==> src/rtl/ahb_pkg.sv <==
// Shared AHB encodings (transfer type, burst type, slave FSM state) and
// helpers that classify a transfer as legal for a given data-bus width.
package ahb_pkg;

  typedef enum logic [1:0] {
    TRANS_IDLE   = 2'd0,
    TRANS_BUSY   = 2'd1,
    TRANS_NONSEQ = 2'd2,
    TRANS_SEQ    = 2'd3
  } trans_e;

  typedef enum logic [2:0] {
    BURST_SINGLE = 3'd0,
    BURST_INCR   = 3'd1,
    BURST_WRAP4  = 3'd2,
    BURST_INCR4  = 3'd3,
    BURST_WRAP8  = 3'd4,
    BURST_INCR8  = 3'd5,
    BURST_WRAP16 = 3'd6,
    BURST_INCR16 = 3'd7
  } burst_e;

  typedef enum logic [1:0] {
    ST_IDLE   = 2'd0,
    ST_ACCESS = 2'd1,
    ST_ERR1   = 2'd2,
    ST_ERR2   = 2'd3
  } state_e;

  // True when a transfer of 2**size bytes fits on the data bus.
  function automatic logic size_fits(input logic [2:0] size, input int unsigned data_width);
    return ((32'd8 << size) <= data_width);
  endfunction

  // True when the low address bits are aligned to 2**size bytes.
  function automatic logic addr_aligned(input logic [2:0] addr_lo, input logic [2:0] size);
    logic [7:0] mask;
    mask = (8'd1 << size) - 8'd1;
    return (({5'd0, addr_lo} & mask) == 8'd0);
  endfunction

endpackage

==> src/rtl/ahb_strb_gen.sv <==
// Byte-lane strobe generator: ones for the lanes covered by a write of
// 2**size bytes starting at the address' lane offset, zeros for reads.
module ahb_strb_gen
  import ahb_pkg::*;
#(
  parameter int unsigned DATA_WIDTH = 32
) (
  input  logic [2:0]              addr_i,
  input  logic [2:0]              size_i,
  input  logic                    write_i,
  output logic [DATA_WIDTH/8-1:0] strb_o
);

  localparam int unsigned STRB_W = DATA_WIDTH / 8;

  int unsigned lo_c;
  int unsigned nb_c;

  always_comb begin
    lo_c   = 32'(addr_i) % STRB_W;
    nb_c   = 32'd1 << size_i;
    strb_o = '0;
    for (int b = 0; b < STRB_W; b++) begin
      strb_o[b] = write_i && (32'(b) >= lo_c) && (32'(b) < (lo_c + nb_c));
    end
  end

endmodule

==> src/rtl/ahb_slave_if.sv <==
// AHB slave front end bridging one AHB data phase to a simple backend request.
// Optional feature macro AHB_WSTRB_EN adds the registered byte-strobe output other_strb_out.
module ahb_slave_if
  import ahb_pkg::*;
#(
  parameter int unsigned AHB_ADDR_WIDTH = 32,
  parameter int unsigned AHB_DATA_WIDTH = 32,
  parameter int unsigned WAIT_TIMEOUT   = 16
) (
  input  logic                      ahb_clk_in,
  input  logic                      ahb_rst_in,
  input  logic                      ahb_sel_in,
  input  logic [AHB_ADDR_WIDTH-1:0] ahb_addr_in,
  input  logic [1:0]                ahb_trans_in,
  input  logic                      ahb_write_in,
  input  logic [2:0]                ahb_size_in,
  input  logic [2:0]                ahb_burst_in,
  input  logic [AHB_DATA_WIDTH-1:0] ahb_wdata_in,
  input  logic                      ahb_ready_in,
  output logic                      ahb_readyout_out,
  output logic                      ahb_resp_out,
  output logic [AHB_DATA_WIDTH-1:0] ahb_rdata_out,
  output logic [AHB_ADDR_WIDTH-1:0] other_addr_out,
  output logic                      other_write_out,
  output logic [2:0]                other_size_out,
  output logic                      other_valid_out,
  output logic [AHB_DATA_WIDTH-1:0] other_wdata_out,
`ifdef AHB_WSTRB_EN
  output logic [AHB_DATA_WIDTH/8-1:0] other_strb_out,
`endif
  input  logic                      other_ready_in,
  input  logic                      other_error_in,
  input  logic [AHB_DATA_WIDTH-1:0] other_rdata_in
);

  localparam int unsigned CNT_W = $clog2(WAIT_TIMEOUT + 1);

  state_e                    state_q;
  state_e                    launch_c;
  logic [CNT_W-1:0]          cnt_q;
  logic [CNT_W-1:0]          cnt_d;
  logic [AHB_ADDR_WIDTH-1:0] addr_q;
  logic                      write_q;
  logic [2:0]                size_q;
  logic                      accept_c;
  logic                      bad_c;
  logic                      done_c;
  logic                      sample_c;
  logic                      start_c;
  logic                      in_access_c;
  logic                      unused_burst;

  // Burst type is carried on the bus but has no effect on a single-slot slave.
  assign unused_burst = ^ahb_burst_in;

  assign accept_c = ahb_sel_in & ahb_ready_in &
                    ((ahb_trans_in == TRANS_NONSEQ) | (ahb_trans_in == TRANS_SEQ));
  assign bad_c    = ~size_fits(ahb_size_in, AHB_DATA_WIDTH) |
                    ~addr_aligned(ahb_addr_in[2:0], ahb_size_in);
  assign done_c   = other_ready_in & ~other_error_in;
  // An address phase is only taken while the previous data phase is finishing.
  assign sample_c = (state_q == ST_IDLE) | (state_q == ST_ERR2) |
                    ((state_q == ST_ACCESS) & done_c);
  assign start_c  = accept_c & sample_c;
  assign launch_c = start_c ? (bad_c ? ST_ERR1 : ST_ACCESS) : ST_IDLE;
  assign cnt_d    = cnt_q + CNT_W'(1);

  always_ff @(posedge ahb_clk_in) begin
    if (ahb_rst_in) begin
      state_q <= ST_IDLE;
      cnt_q   <= '0;
    end else begin
      case (state_q)
        ST_IDLE, ST_ERR2: begin
          state_q <= launch_c;
          cnt_q   <= '0;
        end
        ST_ACCESS: begin
          if (other_error_in) begin
            state_q <= ST_ERR1;
          end else if (other_ready_in) begin
            state_q <= launch_c;
            cnt_q   <= '0;
          end else if (cnt_d == CNT_W'(WAIT_TIMEOUT)) begin
            state_q <= ST_ERR1;
          end else begin
            cnt_q <= cnt_d;
          end
        end
        ST_ERR1: state_q <= ST_ERR2;
        default: state_q <= ST_IDLE;
      endcase
    end
  end

  always_ff @(posedge ahb_clk_in) begin
    if (ahb_rst_in) begin
      addr_q  <= '0;
      write_q <= 1'b0;
      size_q  <= '0;
    end else if (start_c) begin
      addr_q  <= ahb_addr_in;
      write_q <= ahb_write_in;
      size_q  <= ahb_size_in;
    end
  end

`ifdef AHB_WSTRB_EN
  logic [AHB_DATA_WIDTH/8-1:0] strb_c;
  logic [AHB_DATA_WIDTH/8-1:0] strb_q;

  ahb_strb_gen #(
    .DATA_WIDTH(AHB_DATA_WIDTH)
  ) u_strb_gen (
    .addr_i (ahb_addr_in[2:0]),
    .size_i (ahb_size_in),
    .write_i(ahb_write_in),
    .strb_o (strb_c)
  );

  always_ff @(posedge ahb_clk_in) begin
    if (ahb_rst_in) begin
      strb_q <= '0;
    end else if (start_c) begin
      strb_q <= strb_c;
    end
  end

  assign other_strb_out = strb_q;
`endif

  // Reset forces the idle bus response even before the first clock edge.
  assign in_access_c = ~ahb_rst_in & (state_q == ST_ACCESS);

  always_comb begin
    ahb_readyout_out = 1'b1;
    if (!ahb_rst_in) begin
      case (state_q)
        ST_ACCESS: ahb_readyout_out = done_c;
        ST_ERR1:   ahb_readyout_out = 1'b0;
        default:   ahb_readyout_out = 1'b1;
      endcase
    end
  end

  assign ahb_resp_out    = ~ahb_rst_in & ((state_q == ST_ERR1) | (state_q == ST_ERR2));
  assign ahb_rdata_out   = (in_access_c & ~write_q) ? other_rdata_in : '0;
  assign other_valid_out = in_access_c;
  assign other_addr_out  = addr_q;
  assign other_write_out = write_q;
  assign other_size_out  = size_q;
  assign other_wdata_out = ahb_wdata_in;

endmodule
==> config.mk <==
export PLATFORM = sky130hd
export DESIGN_NAME = ahb_slave_if
export DESIGN_NICKNAME = d
export VERILOG_FILES = /design/src/rtl/ahb_pkg.sv /design/src/rtl/ahb_strb_gen.sv /design/src/rtl/ahb_slave_if.sv
export SDC_FILE = /design/constraint.sdc
export NUM_CORES = 1
export LEC_CHECK = 0
export CAP_MARGIN = 40
export CORE_MARGIN = 2
export CORE_UTILIZATION = 28
export DETAILED_ROUTE_END_ITERATION = 10
export PLACE_DENSITY_LB_ADDON = 0.08
export SLEW_MARGIN = 20
export SYNTH_ARGS = -nofsm -noshare
export SYNTH_HDL_FRONTEND = slang
export SYNTH_SLANG_ARGS = --single-unit
==> constraint.sdc <==
create_clock -name ahb_clk_in -period 1.67 [get_ports ahb_clk_in]
set_clock_uncertainty 0.1 [all_clocks]
set_input_delay 0.2505 -clock ahb_clk_in [delete_from_list [all_inputs] [get_ports ahb_clk_in]]
set_output_delay 0.2505 -clock ahb_clk_in [all_outputs]
set_load 0.05 [all_outputs]
After elaboration in Yosys (flattened, before gate mapping)
Index checks and enable logic that the tools add are counted. Widths: inputs -> output; s select.

Flip-flop bits (word level): 43. Bits of input ports: 111. Output and inout bits: 103.

Add/subtract/negate cells: 2. $lt $le $gt $ge: 1. Equality and inequality tests: 9. Shifts and indexed selects: 2. Mux-type cells: 13. Bitwise gates (word level): 19. Reduce and logical (&&, ||, !) cells: 5.

Operators with widths (count): $le 32x6->1 const B (1); $mux 32 (1); $shl 4x3->32 const A (1); $mux 5 (3); $mux 2 (5); $pmux 5 s2 (1); $and 1x1->1 (8); $and 3x8->8 (1); $eq 2x2->1 const B (4); $logic_not 8->1 (1); $shl 1x3->8 const A (1); $sub 8x1->8 const B (1); $pmux 2 s3 (1); $add 5x1->5 const B (1); $eq 5x5->1 const B (1); $not 1->1 (5); $or 1x1->1 (5); $ne 4x3->1 const B (1); $ne 3x3->1 const B (1); $reduce_and 3->1 (1); $eq 2x1->1 const B (1); $logic_not 2->1 (1); $ne 2x2->1 const B (1); $pmux 1 s2 (1); 3 further kinds (3).

Longest topological paths before layout
Gate-level depths: netlist of the first run.

Depth after elaboration: 11. Mapped depth: 8. Mapped depth without buffers: 8.

Worst setup path after synthesis of the first run
Ideal clock, no wire load.

Kind: reg-to-output. Start point: register state_q[1]. End point: output ahb_rdata_out[0]. Arrival: 2310 ps. Required time: 1319 ps. Path slack: -990 ps. Stages on the path, launching flop included: 7. Buffers on the path: 1. Cells stage by stage: dfxtp_1 > inv_1 > ha_1 > nor2b_1 > and2b_1 > clkbuf_1 > and2_1.

Word-level cells in the longest chain between the ends: 4.

Ends and longest elaborated chain: from (decl) (RTL line ahb_slave_if.sv:38) `state_e state_q;`; from (signal assigned) (RTL line ahb_slave_if.sv:75) `state_q <= launch_c;`; from (signal assigned) (RTL line ahb_slave_if.sv:82) `state_q <= launch_c;`; $eq 2x1->1 (RTL line ahb_slave_if.sv:133) `assign in_access_c = ~ahb_rst_in & (state_q == ST_ACCESS);`; $and 1x1->1 (RTL line ahb_slave_if.sv:133); net other_valid_out (RTL line ahb_slave_if.sv:26) `output logic other_valid_out,`; $and 1x1->1 (RTL line ahb_slave_if.sv:147) `assign ahb_rdata_out = (in_access_c & ~write_q) ? other_rdata_in : '0;`; $mux 32 (RTL line ahb_slave_if.sv:147); to (decl) (RTL line ahb_slave_if.sv:22) `output logic [AHB_DATA_WIDTH-1:0] ahb_rdata_out,`.

The timed path passes the listed nets, and every way through them passes these cells.

Worst setup path after layout of the first run
Start point: register state_q[1]. End point: output ahb_readyout_out.

Word-level cells in the longest chain between the ends: 3.

Ends and longest elaborated chain: $eq 2x2->1 / $eq 2x1->1 (equally long branches) (RTL line ahb_slave_if.sv:138) `case (state_q)`; $pmux 1 s2 * (RTL line ahb_slave_if.sv:138); $mux 1 * (RTL line ahb_slave_if.sv:137) `if (!ahb_rst_in) begin`; to (decl) (RTL line ahb_slave_if.sv:20) `output logic ahb_readyout_out,`.

Every way passes the cells marked *; elsewhere a longest branch is shown, timed or not.

==> flow_metrics.env, run 1 <==
export IMPL_grt_max_degree=30
export IMPL_drc=0
export IMPL_cap_viol_max_count=0
export IMPL_finalSetupViolations=77
export IMPL_grt_overflow_total=0
export IMPL_crit_fanout=2
export IMPL_maxSlewViolCount=0
export IMPL_crit_arrival_ps=1660
export IMPL_first_pass_iters=4
export IMPL_synth_top_area_share_pct=37.3
export IMPL_gp_congestion=0.788
export IMPL_hold_buffers=0
export IMPL_end_kind="primary output"
export IMPL_final_cells=547
export IMPL_path_clk_slew_ps=80
export IMPL_antenna_found_initial=0
export IMPL_vias_per_cell=4.58
export IMPL_synth_seq_area_share_pct=37.3
export IMPL_die_h_um=94.8
export IMPL_cts_tree="done"
export IMPL_final_antenna_net_count=0
export IMPL_worst_pin_slew_ps=466
export IMPL_syn_nets=413
export IMPL_clock_latency_ps=290
export IMPL_die_x_um=94.8
export IMPL_grt_pass1_wl_mm=12.6
export IMPL_p_leak_uw=0.00192
export IMPL_period_minus_slack_ps=2010
export IMPL_regArea_sq_um=866
export IMPL_dp_hpwl_mm=6.21
export IMPL_path_class="reg2out"
export IMPL_grt_pass1_vias=2445
export IMPL_wirelength_mm=8.53
export IMPL_violations="negative setup slack"
export IMPL_final_cell_mix="clkdlybuf4s50_1, buf_4, nand2_1, dfxtp_1, buf_12"
export IMPL_total_power_uw=2510
export IMPL_cts_buffer_depth=2
export IMPL_ys_ff_latch=43
export IMPL_place_area_sq_mm=0.00406
export IMPL_synth_largest_area_cell="dfxtp_1"
export IMPL_dp_cells=525
export IMPL_yosys_cell_types_count=32
export IMPL_syn_cell_area_sq_mm=0.00231
export IMPL_numClockSinks=43
export IMPL_insertedDiodeCount=0
export IMPL_rsz0062_at_grt="yes"
export IMPL_worst_setup_path_start_kind="flip-flop"
export IMPL_nets=557
export IMPL_peakVddDrop_v=0.000572
export IMPL_filler_cell_count=719
export IMPL_drt_initial_drc_count=21
export IMPL_wl_per_cell_um=15.6
export IMPL_worst_slack_ps=-340
export IMPL_drive_above_1_share_pct=55.2
export IMPL_numCtsBuffers=5
export IMPL_p_per_area_mw_per_mm2=516
export IMPL_hold_viol_final=0
export IMPL_ys_warn_count=0
export IMPL_vias=2503
export IMPL_synth_area_leaders="dfxtp_1, nand2_1, buf_4"
export IMPL_multi_input_area_sq_mm=0.00161
export IMPL_h_tree_depth=2
export IMPL_min_path_type="in2reg"
export IMPL_dpl_worst_slack_ps=-590
export IMPL_area_growth_syn_to_layout_pct=111
export IMPL_outcome="finished with violations"
export IMPL_dieArea_sq_mm=0.00898
export IMPL_grtUsageTotal_pct=17.8
export IMPL_avgSynthCellArea_sq_um=7.77
export IMPL_finalInstanceArea_sq_mm=0.00486
export IMPL_final_common_cell="clkdlybuf4s50_1"
export IMPL_relSlewSlack_pct=68.7
export IMPL_max_freq_mhz=498
export IMPL_core_sq_mm=0.00809
export IMPL_start_util_pct=28.5
export IMPL_ios=214
export IMPL_netlist_instances=297
export IMPL_cp_data_required_time_ps=1320
export IMPL_period_share_pct=120
export IMPL_port_buffers=145
export IMPL_root_buffer="clkbuf_8"
export IMPL_rows=33
==> cell families (layout without fill, tap and decap cells) <==
| kind of cell | after synthesis | in the layout | share of synthesized area, % |
|---|---|---|---|
| buffers and inverters | 52 | 197 | 15.9 |
| AND/OR/NAND/NOR | 138 | 138 | 28.0 |
| flip-flops | 43 | 43 | 37.3 |
| adder cells (fa/ha/maj) | 5 | 5 | 2.71 |
| AO/OA/AOI/OAI | 54 | 54 | 13.8 |
| multiplexers | 5 | 5 | 2.28 |
==> worst paths after layout <==
path | startpoint | endpoint | slack [ps] | cells after the start
max | state_q[1]$_SDFFE_PP0P_ | ahb_readyout_out | -340 | 6
min | ahb_size_in[1] | other_size_out[1]$_SDFFE_PP0P_ | 320 | 3
max reg2reg | state_q[1]$_SDFFE_PP0P_ | other_write_out$_SDFFE_PP0P_ | -310 | 10
min reg2reg | other_addr_out[30]$_SDFFE_PP0P_ | other_addr_out[30]$_SDFFE_PP0P_ | 360 | 2
==> cells in the mapped netlist <==
library cell / n
nor3_1: 2
a31oi_1: 2
nand2b_1: 1
o32ai_1: 1
o21ai_0: 3
mux2_2: 2
a2bb2oi_1: 1
nor2_1: 13
and2b_1: 2
and3b_4: 1
nand4_1: 2
o21ai_1: 1
nand3b_1: 1
clkbuf_1: 8
buf_6: 7
ha_1: 5
a311oi_1: 1
buf_4: 32
inv_1: 5
nor2b_1: 3
nand2_1: 77
nor3b_1: 1
a21oi_1: 41
a211oi_1: 1
o2111ai_4: 1
mux2i_1: 3
o31a_1: 1
dfxtp_1: 43
nand3_1: 1
and2_1: 32
or3_1: 2
o2111a_1: 1
==> critical path: stages (launching register included) <==
cell,delay [ps]
dfxtp_2,340
inv_2,50
ha_4,150
buf_6,110
and3b_4,180
or3_4,370
buf_8,160
==> final cells by class <==
type	count	area share [%]
clock inverter	1	0.154
timing repair buffer	184	43.9
sequential	43	17.8
clock buffer	7	1.98
tap	105	2.70
inverter	5	0.437
multi-input combinational	202	33.1
==> per-layer routing <==
layer	up-vias	part of all wire, %	global-route usage [%]
li1	1219	-	-
met1	1161	36	19.2
met2	119	53	33.0
met3	4	10	6.70
met4	0	0.52	3.50
met5	-	0	0
==> where the power goes <==
part | total (uW) | leakage, uW | internal [uW] | switching (uW)
Clock | 740 | 0.0000505 | 377 | 363
Combinational | 686 | 0.00152 | 353 | 333
Sequential | 1090 | 0.000350 | 1060 | 29.7
Total | 2510 | 0.00192 | 1790 | 726
==> metrics by stage <==
step / util (%) / setup TNS (ps) / hold slack (ps)
3_5_place_dp: 50.2 / -7610 / 349
4_1_cts: 56.3 / -22410 / 313
5_1_grt: 60.1 / -25370 / 351
3_3_place_gp: 50.2 / -6920 / 342
6_report: 60.1 / -20310 / 322
2_1_floorplan: - / -5200 / 286
==> registers in the layout, indices dropped and copies added (netlist names) <==
register,cells
state_q,2
other_write_out,1
cnt_q,5
other_addr_out,32
other_size_out,3
==> repair_timing <==
action,in CTS,in global routing
pin swaps,41,29
buffers inserted,11,1
cloned,2,2
setup endpoints to repair,75,77
gates resized for setup,77,75
No activity file was read; power rests on OpenSTA's default activity.
==> run 2, diff against run 1 <==
ABC_AREA = 1   (was unset)
CTS_CLUSTER_DIAMETER = 120   (was unset)
GPL_ROUTABILITY_DRIVEN = 1   (was unset)
==> run 2 against run 1 <==
Compared with the run above: the run still ends with negative setup slack left; largest cell class unchanged; first-iteration DRC count up 140%; sequential share of layout area up 0.87 points; total power up 7.6%; sequential power about the same; worst setup slack better by 110 ps; final cell count up 9.0%; global-route usage down 1.8 points; critical endpoint is now ahb_rdata_out[0]; fmax up 5.6%; highest routed layer unchanged; synthesized cell count up 22%; via count up 3.4%.
==> flow_metrics.env, run 2 <==
export IMPL_path_clk_slew_ps=90
export IMPL_cp_slowest_cell="dfxtp_2"
export IMPL_cpPeakStageDelay_ps=340
export IMPL_vias_per_cell=4.34
export IMPL_insertedDiodeCount=0
export IMPL_min_path_type="in2reg"
export IMPL_grt_overflow_total=0
export IMPL_cp_num_cells=8
export IMPL_grt_pass1_vias=2430
export IMPL_synth_top_area_share_pct=36.1
export IMPL_netlist_instances=361
export IMPL_cp_data_required_time_ps=1320
export IMPL_dpl_worst_slack_ps=-286
export IMPL_dp_hpwl_mm=6.04
export IMPL_place_area_sq_mm=0.00440
export IMPL_antenna_found_initial=0
export IMPL_p_per_area_mw_per_mm2=581
export IMPL_first_pass_iters=4
export IMPL_swShare_pct=30.5
export IMPL_wl_per_cell_um=12.8
export IMPL_port_buffers=145
export IMPL_p_comb_share_pct=28.4
export IMPL_power_frac_clock_pct=30.4
export IMPL_period_minus_slack_ps=1900
export IMPL_p_switching_uw=824
export IMPL_crit_arrival_ps=1550
export IMPL_p_int_uw=1880
export IMPL_relSlewSlack_pct=83.1
export IMPL_peakVddDrop_v=0.000417
export IMPL_hold_viol_final=0
export IMPL_total_power_uw=2700
export IMPL_area_growth_syn_to_layout_pct=94.8
export IMPL_synth_common_cells="nor2_1, inv_1, dfxtp_1"
export IMPL_syn_nets=477
export IMPL_critPathTopFamily="buffers and inverters"
export IMPL_start_util_pct=28.9
export IMPL_outcome="finished with violations"
export IMPL_grt_max_degree=30
export IMPL_synth_edf_count=0
export IMPL_finalInstanceArea_sq_mm=0.00465
export IMPL_core_sq_mm=0.00826
export IMPL_wirelength_mm=7.63
export IMPL_cp_cell_sequence="inv_2 > ha_4 > inv_4 > nor2_4 > nand2_4 > buf_12 > nor2_4 > buf_12"
export IMPL_filler_cell_count=778
export IMPL_h_tree_depth=2
export IMPL_rsz0062_at_grt="yes"
export IMPL_syn_cell_area_sq_mm=0.00239
export IMPL_cap_viol_max_count=0
export IMPL_avgSynthCellArea_sq_um=6.61
export IMPL_end_kind="primary output"
export IMPL_root_buffer="clkbuf_8"
export IMPL_ys_warn_count=0
export IMPL_die_h_um=96.3
export IMPL_ys_flop_type="dfxtp_1"
export IMPL_clock_latency_ps=290
export IMPL_cts_buffer_depth=2
export IMPL_numClockSinks=43
export IMPL_path_class="reg2out"
export IMPL_cts_tree="done"
export IMPL_synth_area_leaders="dfxtp_1, nor2_1, buf_4"
export IMPL_worst_slack_ps=-233
export IMPL_yosys_cell_types_count=26
export IMPL_tns_ps=-6620
export IMPL_period_share_pct=114
export IMPL_largest_reg_flops=32
export IMPL_numCtsBuffers=5
export IMPL_rr_worst_depth=10
export IMPL_critPathBufInv=4
export IMPL_worst_setup_path_start_kind="flip-flop"
export IMPL_gp_congestion=0.817
export IMPL_finalSetupViolations=33
export IMPL_async_flop_share_pct=0
export IMPL_crit_fanout=12
export IMPL_hold_buffers=0
export IMPL_seqPwrFrac_pct=41.1
export IMPL_ios=214
export IMPL_hold_depth=3
export IMPL_final_cell_mix="nor2_1, clkdlybuf4s50_1, buf_4, inv_1, buf_12"
export IMPL_dieArea_sq_mm=0.00928
export IMPL_worst_pin_slew_ps=253
export IMPL_violations="negative setup slack"
export IMPL_synth_seq_area_share_pct=36.1
export IMPL_die_x_um=96.3
export IMPL_final_antenna_net_count=0
export IMPL_drc=0
export IMPL_fin_util_pct=56.3
export IMPL_grtUsageTotal_pct=15.9
export IMPL_maxSlewViolCount=0
export IMPL_drive_above_1_share_pct=34.2
export IMPL_max_freq_mhz=525
export IMPL_rows=33
export IMPL_nets=606
export IMPL_grt_pass1_wl_mm=11.5
export IMPL_drt_initial_drc_count=50
export IMPL_vias=2587
export IMPL_yosysMostFrequentCell="nor2_1"
export IMPL_p_leak_uw=0.00202
export IMPL_synth_largest_area_cell="dfxtp_1"
export IMPL_final_common_cell="nor2_1"
export IMPL_ys_ff_latch=43
==> run 2: final cells by class <==
cell class / instances / area, sq um / area share [%]
Multi-Input combinational cell: 219 / 1320 / 28.4
Timing Repair Buffer: 169 / 2010 / 43.3
Sequential cell: 43 / 868 / 18.7
Clock inverter: 3 / 43.8 / 0.942
Clock buffer: 5 / 68.8 / 1.48
Tap cell: 105 / 131 / 2.82
Inverter: 52 / 205 / 4.41
==> run 2: power by group through the flow <==
stage	clock network, uW	logic [uW]	registers, uW
after floorplan	0	432	1300
after global placement	0	740	1130
after detailed placement	0	745	1130
after CTS	858	765	1110
after global routing	902	825	1120
final	823	768	1110
==> run 2: cell families (layout without fill, tap and decap cells) <==
| group | count (synthesis) | after routing | share of synthesized area (%) |
|---|---|---|---|
| and+or+nand+nor | 168 | 168 | 28.8 |
| buffers and inverters | 99 | 229 | 22.7 |
| AOI/OAI and AO/OA | 45 | 45 | 9.49 |
| DFF | 43 | 43 | 36.1 |
| adders and majority gates | 5 | 5 | 2.62 |
| xor gates and xnor gates | 1 | 1 | 0.367 |
==> run 2: timing repair <==
action / 4_1_cts / 5_1_grt
pin swaps: 2 / 4
endpoints found under the setup margin: 35 / 74
setup buffers: 4 / 0
gates resized for setup: 14 / 18
cloned: 0 / 1
==> run 2: path summary, 6_finish.rpt <==
path	slack [ps]	startpoint	endpoint
worst max-delay path	-230	state_q[1]$_SDFFE_PP0P_	ahb_rdata_out[0]
worst min-delay path	210	ahb_size_in[0]	other_size_out[0]$_SDFFE_PP0P_
worst max register to register	70	state_q[1]$_SDFFE_PP0P_	other_addr_out[5]$_SDFFE_PP0P_
worst min register to register	390	other_addr_out[29]$_SDFFE_PP0P_	other_addr_out[29]$_SDFFE_PP0P_
==> run 2: metrics by stage <==
stage / cells / hold WS, ps
floorplan: 361 / 220
CTS: 596 / 392
global placement: 584 / 365
finish: 596 / 208
global route: 596 / 242
detailed placement: 584 / 371
==> run 2: worst reg2reg max path: cells and delay by family, from the launching register on <==
| kind | cells | cell delay, ps |
|---|---|---|
| buffers and inverters | 4 | 430 |
| and+or+nand+nor | 5 | 460 |
| adders and majority gates | 1 | 160 |
| DFF | 1 | 350 |
==> run 2: layer usage <==
| metal | wire [um] | track usage, % | up-vias |
|---|---|---|---|
| met5 | 0 | 0 | - |
| met4 | 78 | 3.87 | 0 |
| met3 | 753 | 4.31 | 7 |
| li1 | - | - | 1318 |
| met2 | 3750 | 29.5 | 117 |
| met1 | 3050 | 18.0 | 1145 |
